### src/rtl/exe_muldiv_pkg.sv
// Shared constants for the RV32M multiply/divide unit: widths, funct3 codes,
// FSM state encoding and the ALUOp value that routes an instruction to it.
package exe_muldiv_pkg;

  localparam int MD_XLEN  = 32;
  localparam int MD_CNT_W = 6;

  // Extends the existing ALUOp bus constants.
  localparam int               ALUOP_W      = 4;
  localparam logic [ALUOP_W-1:0] ALUOP_MULDIV = 4'd10;

  localparam logic [2:0] MULDIV_MUL    = 3'b000;
  localparam logic [2:0] MULDIV_MULH   = 3'b001;
  localparam logic [2:0] MULDIV_MULHSU = 3'b010;
  localparam logic [2:0] MULDIV_MULHU  = 3'b011;
  localparam logic [2:0] MULDIV_DIV    = 3'b100;
  localparam logic [2:0] MULDIV_DIVU   = 3'b101;
  localparam logic [2:0] MULDIV_REM    = 3'b110;
  localparam logic [2:0] MULDIV_REMU   = 3'b111;

  typedef enum logic [1:0] {
    ST_IDLE  = 2'd0,
    ST_CALC  = 2'd1,
    ST_FIXUP = 2'd2,
    ST_DONE  = 2'd3
  } muldiv_state_e;

  function automatic logic rs1_signed(input logic [2:0] op);
    return (op == MULDIV_MUL) || (op == MULDIV_MULH) || (op == MULDIV_MULHSU) ||
           (op == MULDIV_DIV) || (op == MULDIV_REM);
  endfunction

  function automatic logic rs2_signed(input logic [2:0] op);
    return (op == MULDIV_MUL) || (op == MULDIV_MULH) ||
           (op == MULDIV_DIV) || (op == MULDIV_REM);
  endfunction

endpackage

### src/rtl/exe_muldiv_if.sv
// EXE-stage request/response bundle between the ID/EXE register and the muldiv unit.
interface exe_muldiv_if #(parameter int XLEN = exe_muldiv_pkg::MD_XLEN);

  logic            start_i;
  logic [2:0]      op_i;
  logic [XLEN-1:0] rs1_data_i;
  logic [XLEN-1:0] rs2_data_i;
  logic [4:0]      rd_addr_i;
  logic            flush_i;
  logic            stall_o;
  logic            done_o;
  logic [XLEN-1:0] result_o;
  logic [4:0]      rd_addr_o;

  modport slave (
    input  start_i, op_i, rs1_data_i, rs2_data_i, rd_addr_i, flush_i,
    output stall_o, done_o, result_o, rd_addr_o
  );

  modport master (
    output start_i, op_i, rs1_data_i, rs2_data_i, rd_addr_i, flush_i,
    input  stall_o, done_o, result_o, rd_addr_o
  );

endinterface

### src/rtl/muldiv_sign_fix.sv
// Combinational FIXUP: restores signs on the magnitude result and picks the
// low/high product word, quotient or remainder.
module muldiv_sign_fix
  import exe_muldiv_pkg::*;
#(
  parameter int XLEN = MD_XLEN
) (
  input  logic [2:0]        op_i,
  input  logic [2*XLEN-1:0] acc_i,
  input  logic              neg_res_i,
  input  logic              neg_rem_i,
  output logic [XLEN-1:0]   result_o
);

  logic [2*XLEN-1:0] prod;
  logic [XLEN-1:0]   quo;
  logic [XLEN-1:0]   rem;

  // Divide leaves the remainder in the upper half and the quotient in the lower.
  assign prod = neg_res_i ? -acc_i : acc_i;
  assign quo  = neg_res_i ? -acc_i[XLEN-1:0] : acc_i[XLEN-1:0];
  assign rem  = neg_rem_i ? -acc_i[2*XLEN-1:XLEN] : acc_i[2*XLEN-1:XLEN];

  always_comb begin
    result_o = prod[XLEN-1:0];
    case (op_i)
      MULDIV_MUL:                              result_o = prod[XLEN-1:0];
      MULDIV_MULH, MULDIV_MULHSU, MULDIV_MULHU: result_o = prod[2*XLEN-1:XLEN];
      MULDIV_DIV, MULDIV_DIVU:                 result_o = quo;
      MULDIV_REM, MULDIV_REMU:                 result_o = rem;
      default:                                 result_o = prod[XLEN-1:0];
    endcase
  end

endmodule

### src/rtl/exe_muldiv.sv
// Iterative RV32M multiply/divide, one bit per cycle; done_o XLEN+2 cycles after
// acceptance (1 for divide-by-zero/overflow). Holds the pipeline via stall_o while busy.
module exe_muldiv
  import exe_muldiv_pkg::*;
#(
  parameter int XLEN  = MD_XLEN,
  parameter int CNT_W = MD_CNT_W
) (
  input  logic         clk_i,
  input  logic         rst_i,
  exe_muldiv_if.slave  mdif
);

  muldiv_state_e     state_q, state_d;
  logic [CNT_W-1:0]  cnt_q, cnt_d;
  logic [2:0]        op_q, op_d;
  logic [4:0]        rd_q, rd_d;
  logic [4:0]        rd_out_q, rd_out_d;
  logic [XLEN-1:0]   opnd_q, opnd_d;
  logic [XLEN-1:0]   result_q, result_d;
  logic [2*XLEN-1:0] acc_q, acc_d;
  logic              neg_res_q, neg_res_d;
  logic              neg_rem_q, neg_rem_d;

  logic              s1, s2, is_div, div_zero, div_ovf;
  logic [XLEN-1:0]   mag1, mag2, fix_result;
  logic [XLEN:0]     mul_sum, div_trial, div_diff;
  logic [2*XLEN-1:0] mul_next, div_next;

  assign s1       = rs1_signed(mdif.op_i) & mdif.rs1_data_i[XLEN-1];
  assign s2       = rs2_signed(mdif.op_i) & mdif.rs2_data_i[XLEN-1];
  assign mag1     = s1 ? -mdif.rs1_data_i : mdif.rs1_data_i;
  assign mag2     = s2 ? -mdif.rs2_data_i : mdif.rs2_data_i;
  assign is_div   = mdif.op_i[2];
  assign div_zero = (mdif.rs2_data_i == '0);
  assign div_ovf  = is_div && !mdif.op_i[0] &&
                    (mdif.rs1_data_i == {1'b1, {(XLEN-1){1'b0}}}) &&
                    (mdif.rs2_data_i == '1);

  // Multiply: multiplier sits in the low half and shifts out as the product shifts in.
  assign mul_sum  = {1'b0, acc_q[2*XLEN-1:XLEN]} + (acc_q[0] ? {1'b0, opnd_q} : '0);
  assign mul_next = {mul_sum, acc_q[XLEN-1:1]};

  // Restoring divide: partial remainder (upper) shifts in dividend bits, quotient fills the low end.
  assign div_trial = acc_q[2*XLEN-1:XLEN-1];
  assign div_diff  = div_trial - {1'b0, opnd_q};
  assign div_next  = div_diff[XLEN] ? {div_trial[XLEN-1:0], acc_q[XLEN-2:0], 1'b0}
                                    : {div_diff[XLEN-1:0],  acc_q[XLEN-2:0], 1'b1};

  muldiv_sign_fix #(.XLEN(XLEN)) u_sign_fix (
    .op_i      (op_q),
    .acc_i     (acc_q),
    .neg_res_i (neg_res_q),
    .neg_rem_i (neg_rem_q),
    .result_o  (fix_result)
  );

  always_comb begin
    state_d   = state_q;
    cnt_d     = cnt_q;
    op_d      = op_q;
    rd_d      = rd_q;
    rd_out_d  = rd_out_q;
    opnd_d    = opnd_q;
    result_d  = result_q;
    acc_d     = acc_q;
    neg_res_d = neg_res_q;
    neg_rem_d = neg_rem_q;
    case (state_q)
      ST_IDLE: begin
        if (mdif.start_i) begin
          op_d      = mdif.op_i;
          rd_d      = mdif.rd_addr_i;
          neg_res_d = s1 ^ s2;
          neg_rem_d = s1;
          cnt_d     = '0;
          if (is_div && div_zero) begin
            result_d = mdif.op_i[1] ? mdif.rs1_data_i : '1;
            rd_out_d = mdif.rd_addr_i;
            state_d  = ST_DONE;
          end else if (div_ovf) begin
            result_d = mdif.op_i[1] ? '0 : mdif.rs1_data_i;
            rd_out_d = mdif.rd_addr_i;
            state_d  = ST_DONE;
          end else begin
            opnd_d  = is_div ? mag2 : mag1;
            acc_d   = {{XLEN{1'b0}}, (is_div ? mag1 : mag2)};
            state_d = ST_CALC;
          end
        end
      end
      ST_CALC: begin
        acc_d = op_q[2] ? div_next : mul_next;
        cnt_d = cnt_q + CNT_W'(1);
        if (cnt_q == CNT_W'(XLEN-1)) state_d = ST_FIXUP;
      end
      ST_FIXUP: begin
        result_d = fix_result;
        rd_out_d = rd_q;
        state_d  = ST_DONE;
      end
      ST_DONE:  state_d = ST_IDLE;
      default:  state_d = ST_IDLE;
    endcase
    // A killed instruction leaves the visible result untouched.
    if (mdif.flush_i) begin
      state_d  = ST_IDLE;
      result_d = result_q;
      rd_out_d = rd_out_q;
    end
  end

  always_ff @(posedge clk_i or negedge rst_i) begin
    if (!rst_i) begin
      state_q   <= ST_IDLE;
      cnt_q     <= '0;
      op_q      <= '0;
      rd_q      <= '0;
      rd_out_q  <= '0;
      opnd_q    <= '0;
      result_q  <= '0;
      acc_q     <= '0;
      neg_res_q <= 1'b0;
      neg_rem_q <= 1'b0;
    end else begin
      state_q   <= state_d;
      cnt_q     <= cnt_d;
      op_q      <= op_d;
      rd_q      <= rd_d;
      rd_out_q  <= rd_out_d;
      opnd_q    <= opnd_d;
      result_q  <= result_d;
      acc_q     <= acc_d;
      neg_res_q <= neg_res_d;
      neg_rem_q <= neg_rem_d;
    end
  end

  // Combinational so ID/EXE holds on the acceptance cycle; low in DONE so the pipe advances.
  assign mdif.stall_o = rst_i && !mdif.flush_i &&
                        (((state_q == ST_IDLE) && mdif.start_i) ||
                         (state_q == ST_CALC) || (state_q == ST_FIXUP));
  assign mdif.done_o    = rst_i && !mdif.flush_i && (state_q == ST_DONE);
  assign mdif.result_o  = result_q;
  assign mdif.rd_addr_o = rd_out_q;

endmodule

### src/flat_wrapper.sv
// flat-port wrapper written by rule: the top's interface ports become plain ports
module exe_muldiv_flat import exe_muldiv_pkg::*;
#(
  parameter int XLEN  = MD_XLEN,
  parameter int CNT_W = MD_CNT_W
)
  (clk_i, rst_i, mdif_start_i, mdif_op_i, mdif_rs1_data_i, mdif_rs2_data_i, mdif_rd_addr_i, mdif_flush_i, mdif_stall_o, mdif_done_o, mdif_result_o, mdif_rd_addr_o);
  exe_muldiv_if #(.XLEN(XLEN)) mdif_i ();
  input  logic clk_i;
  input  logic rst_i;
  input wire logic [$bits(mdif_i.start_i)-1:0] mdif_start_i;
  input wire logic [$bits(mdif_i.op_i)-1:0] mdif_op_i;
  input wire logic [$bits(mdif_i.rs1_data_i)-1:0] mdif_rs1_data_i;
  input wire logic [$bits(mdif_i.rs2_data_i)-1:0] mdif_rs2_data_i;
  input wire logic [$bits(mdif_i.rd_addr_i)-1:0] mdif_rd_addr_i;
  input wire logic [$bits(mdif_i.flush_i)-1:0] mdif_flush_i;
  output wire logic [$bits(mdif_i.stall_o)-1:0] mdif_stall_o;
  output wire logic [$bits(mdif_i.done_o)-1:0] mdif_done_o;
  output wire logic [$bits(mdif_i.result_o)-1:0] mdif_result_o;
  output wire logic [$bits(mdif_i.rd_addr_o)-1:0] mdif_rd_addr_o;
  assign mdif_i.start_i = mdif_start_i;
  assign mdif_i.op_i = mdif_op_i;
  assign mdif_i.rs1_data_i = mdif_rs1_data_i;
  assign mdif_i.rs2_data_i = mdif_rs2_data_i;
  assign mdif_i.rd_addr_i = mdif_rd_addr_i;
  assign mdif_i.flush_i = mdif_flush_i;
  assign mdif_stall_o = mdif_i.stall_o;
  assign mdif_done_o = mdif_i.done_o;
  assign mdif_result_o = mdif_i.result_o;
  assign mdif_rd_addr_o = mdif_i.rd_addr_o;
  exe_muldiv #(.XLEN(XLEN), .CNT_W(CNT_W)) u_core (.clk_i(clk_i), .rst_i(rst_i), .mdif(mdif_i));
endmodule
### config.mk
export PLATFORM = sky130hd
export DESIGN_NAME = exe_muldiv_flat
export DESIGN_NICKNAME = d
export VERILOG_FILES = /design/src/rtl/exe_muldiv_pkg.sv /design/src/rtl/exe_muldiv_if.sv /design/src/rtl/muldiv_sign_fix.sv /design/src/rtl/exe_muldiv.sv /design/src/flat_wrapper.sv
export SDC_FILE = /design/constraint.sdc
export NUM_CORES = 1
export LEC_CHECK = 0
export ABC_AREA = 0
export CAP_MARGIN = 30
export CORE_UTILIZATION = 40
export DETAILED_ROUTE_END_ITERATION = 10
export HOLD_SLACK_MARGIN = 0.02
export PLACE_DENSITY_LB_ADDON = 0.15
export SYNTH_ARGS = -nofsm -noshare
export SYNTH_HDL_FRONTEND = slang
export SYNTH_SLANG_ARGS = --single-unit
### constraint.sdc
create_clock -name clk_i -period 4.2 [get_ports clk_i]
set_clock_uncertainty 0.2 [all_clocks]
set_input_delay 1.05 -clock clk_i [delete_from_list [all_inputs] [get_ports clk_i]]
set_output_delay 1.05 -clock clk_i [all_outputs]
set_load 0.02 [all_outputs]
==> impl_metrics.csv <==
group,metric,value,unit
power,swShare,50.97,%
setup_path,most_repeated_library_cell_on_the_critical_path,"sky130_fd_sc_hd__or4_4",
yosys,postSynthNetCount,2193,
grt,antenna_found_initial,1,
yosys,synth_warnings,0,
grt,grt-ovfl-total,0,
setup_path,reg2reg_to,"u_core.acc_q[60]",
setup_path,arrival,4.25,ns
finish,area_growth_syn_to_layout,24.99,%
clock_network,clk-insertion-delay-late,0.45,ns
yosys,synthMuxAreaShare,5.193,%
setup_path,setup_slack_of_the_worst_register_to_register_path,0.17,ns
setup_path,slowest_delay,0.55,ns
grt,global_route.usage.total,31.57,%
clock_network,cts_tree,"built",
clock_network,clock_buffers_created_by_tritoncts,17,
hold_path,min-delay-path-class,"reg2reg",
finish,post-route-cell-area,19330,um^2
power,power_density,707.9,nW/um^2
timing,rsz0062_at_grt,"false",
timing,setup-violations-final,0,
timing,max_clock_freq,243.2,MHz
floorplanning,dieWidth,198.7,um
clock_network,cts.htree.levels,4,
timing,timing.slew.headroom,23.78,%
placement,placed_area,18460,um^2
power,power.net_switching,6.976,mW
setup_path,cp_cell_sequence,"clkdlybuf4s50_1 > or4_4 > or4_4 > or4_4 > o31ai_4 > or2_4 > a21boi_4 > buf_12 > buf_16 > a22oi_1 > o311ai_1",
yosys,synth_enable_flop_cells,0,
clock_network,cts_sinks,151,
timing,report.final.slew_viol_count,0,
routing,routed_wire_length_per_instance,22.41,um
placement,place.gp.congestion,0.9579,
floorplanning,dieHeight,198.7,um
setup_path,crit_family,"simple AND/OR/NAND/NOR gates",
floorplanning,std_cell_rows,71,
floorplanning,area_of_the_die,39460,um^2
routing,via_count,16830,
setup_path,timing.critical_path.from_type,"input pin",
setup_path,timing.critical_path.buf_inv,3,
timing,tightest_slew,1.143,ns
power,vdd_ir_drop_max,0.3657,mV
yosys,synth-simple-area-share,21.14,%
yosys,syn_area_per_cell,7.579,um^2
power,power.share.sequential,20.4,%
hold_path,worstHoldPathCells,2,
timing,report.final.hold_viol_count,0,
routing,route.detailed.vias_per_inst,6.047,
routing,drtAntennaViolNets,0,
grt,wire_length_of_the_first_global_routing_pass,93650,um
yosys,netlist_instances,2041,
setup_path,cp-end-kind,"flop",
finish,post_route_insts_no_fill,2784,
timing,timing.final.crit_period,4.111,ns
timing,worst_hold_margin,0.2763,ns
yosys,syn-cell-area,15470,um^2
power,p_int,6.710,mW
placement,pre_cts_ws,-0.5595,ns
yosys,synth_top_area_share,24.43,%
yosys,yosys-top-cells-count,"sky130_fd_sc_hd__nor2_1, sky130_fd_sc_hd__a21oi_1, sky130_fd_sc_hd__nand2_1, sky130_fd_sc_hd__o21ai_0, sky130_fd_sc_hd__dfrtp_1",
hold_path,worstHoldStart,"u_core.mdif.result_o[16]",
placement,dpl.cell_count,2744,
job,max_cap_viol_count,0,
yosys,synth_fa_ha_area_share,6.244,%
power,power,13.69,mW
yosys,asyncSetResetFlopFracSynth,100.0,%
power,power_leakage,8.308,nW
yosys,ys_ff_latch,151,
yosys,largest_area_contributor_in_the_synthesized_netlist,"sky130_fd_sc_hd__dfrtp_1",
clock_network,hold_buffers,0,
finish,layout-drive-gt1-share,15.66,%
setup_path,critPathSlowestCell,"sky130_fd_sc_hd__or4_4",
clock_network,cts_root_buffer,"sky130_fd_sc_hd__clkbuf_16",
grt,grt_start_max_net_pins,152,
yosys,synth_flop_cell,"sky130_fd_sc_hd__dfrtp_1",
finish,final_net_count,2412,
setup_path,critical_path_class,"in2reg",
finish,multi_input_combinational_cell_area,11010,um^2
finish,n_antenna_cell,0,
setup_path,worstRegToRegCells,13,
run_status,outcome,"complete, no violations",
yosys,ys_seq_area_share,24.43,%
floorplanning,pin_count,115,
power,clock_network_power_share,12.5,%
placement,io_buffer_count,114,
timing,final_min_period_over_clock_period,97.89,%
routing,routed_wire_length,62400,um
finish,final_util,51.09,%
power,share_comb_of_total_power,67.2,%
yosys,synth.most_common_cell,"sky130_fd_sc_hd__nor2_1",
grt,vias_in_the_first_global_route,15510,
routing,firstDrtPassIters,6,
yosys,synth_top_family_by_area,"compound AO/OA/AOI/OAI gates",
yosys,post_synthesis_share_of_cell_area_spent_on_xor_and_xnor_gates,10.58,%
setup_path,worstPathRequired,4.34,ns
floorplanning,floorplan.initialDensity,40.87,%
finish,nFillCells,3780,
yosys,synth_compound_gate_area_share,27.07,%
routing,drt_first_iter_violations,1946,
placement,place_hpwl,49020,um
yosys,synthTopCellsByArea,"sky130_fd_sc_hd__dfrtp_1, sky130_fd_sc_hd__a21oi_1, sky130_fd_sc_hd__ha_1",
timing,fin_ws,0.08857,ns
hold_path,min_to,"u_core.mdif.result_o[16]",
setup_path,timing.rr.start,"u_core.opnd_q[20]",
timing,final.setup.tns,0,ns
floorplanning,core-area,37840,um^2
clock_network,clk_pin_slew,0.07,ns
clock_network,clockBufferDepth,2,
routing,drc,0,
yosys,number_of_unique_standard_cell_types_used_by_synthesis,77,
finish,register_area,3780,um^2
setup_path,crit_path_max_fanout,12,
-- flip-flops by register name, summed over array words and instances (netlist names) --
| register | flops |
|---|---|
| u_core.mdif.result_o | 32 |
| u_core.state_q | 2 |
| u_core.opnd_q | 32 |
| u_core.cnt_q | 6 |
| u_core.rd_q | 5 |
| u_core.op_q | 3 |
| u_core.acc_q | 64 |
| u_core.neg_rem_q | 1 |
| u_core.mdif.rd_addr_o | 5 |
| u_core.neg_res_q | 1 |
-- worst reg2reg max path, cell delays in order (launching register included) --
cell	delay, ns
sky130_fd_sc_hd__dfrtp_1	0.43
sky130_fd_sc_hd__inv_1	0.11
sky130_fd_sc_hd__ha_1	0.38
sky130_fd_sc_hd__a21o_1	0.23
sky130_fd_sc_hd__a2111oi_0	0.41
sky130_fd_sc_hd__a32oi_1	0.26
sky130_fd_sc_hd__o2bb2ai_1	0.20
sky130_fd_sc_hd__a21oi_1	0.49
sky130_fd_sc_hd__o31ai_1	0.17
sky130_fd_sc_hd__buf_4	0.20
sky130_fd_sc_hd__and3_1	0.18
sky130_fd_sc_hd__a2111oi_0	0.41
sky130_fd_sc_hd__buf_4	0.19
sky130_fd_sc_hd__o31ai_1	0.07
-- timing repair --
item                                    in CTS  in global routing
pin swaps                                    1                 10
gates cloned                                 2                  3
endpoints found under the setup margin      19                 72
buffers inserted                             1                  2
gates resized for setup                      8                 29
-- metal layers --
| metal | share of wire (%) | global-route usage, % | up-vias |
|---|---|---|---|
| met5 | 0.021 | 0 | - |
| met4 | 3.1 | 10.48 | 2 |
| met3 | 9.1 | 5.053 | 100 |
| met2 | 43 | 46.50 | 796 |
| met1 | 45 | 46.38 | 8036 |
| li1 | - | - | 7900 |
-- power groups by stage --
stage	Sequential, mW	Combinational (mW)	Clock, mW
2_1_floorplan	2.55	5.83	0
3_3_place_gp	2.75	8.75	0
3_5_place_dp	2.77	8.81	0
4_1_cts	2.75	8.88	1.72
5_1_grt	2.84	9.96	1.77
6_report	2.79	9.19	1.71
-- area by class of cell --
type,instances,area share (%)
repair buffers,342,15.59
clock inverters,13,1.003
flip-flops and latches,151,19.55
inverters,67,1.301
clock buffers,19,2.291
multi-input cells,1681,56.96
well taps,511,3.307
-- how the worst max path moves through the flow --
stage / from / to / cells past startpoint
after floorplan: mdif_rs1_data_i[14] / u_core.acc_q[34] / 10
after global placement: mdif_rs1_data_i[14] / u_core.acc_q[56] / 11
after detailed placement: mdif_rs1_data_i[14] / u_core.acc_q[56] / 11
after CTS: mdif_rs1_data_i[14] / u_core.acc_q[59] / 12
after global routing: mdif_rs1_data_i[14] / u_core.opnd_q[29] / 13
final: mdif_rs1_data_i[14] / u_core.acc_q[34] / 11
-- kinds of logic after synthesis --
family / count (synthesis)
simple gates: 685
xor+xnor: 186
mux: 75
fa+ha+maj: 76
buf+inv: 210
compound gates: 658
flops: 151
-- cell usage in the layout (no fill, tap or decap), drive strengths merged, types with 21 or more instances in the layout --
master / instances
a211oi: 42
a21o: 38
a21oi: 197
buf: 228
clkbuf: 21
clkdlybuf4s50: 108
dfrtp: 151
ha: 74
inv: 70
mux2: 42
mux2i: 33
nand2: 189
nand3: 78
nand4: 26
nor2: 199
nor3: 32
o21ai: 159
o31ai: 51
or3: 29
or4: 23
xnor2: 100
xor2: 86
Note: power is estimated with default switching activity, not from simulation.
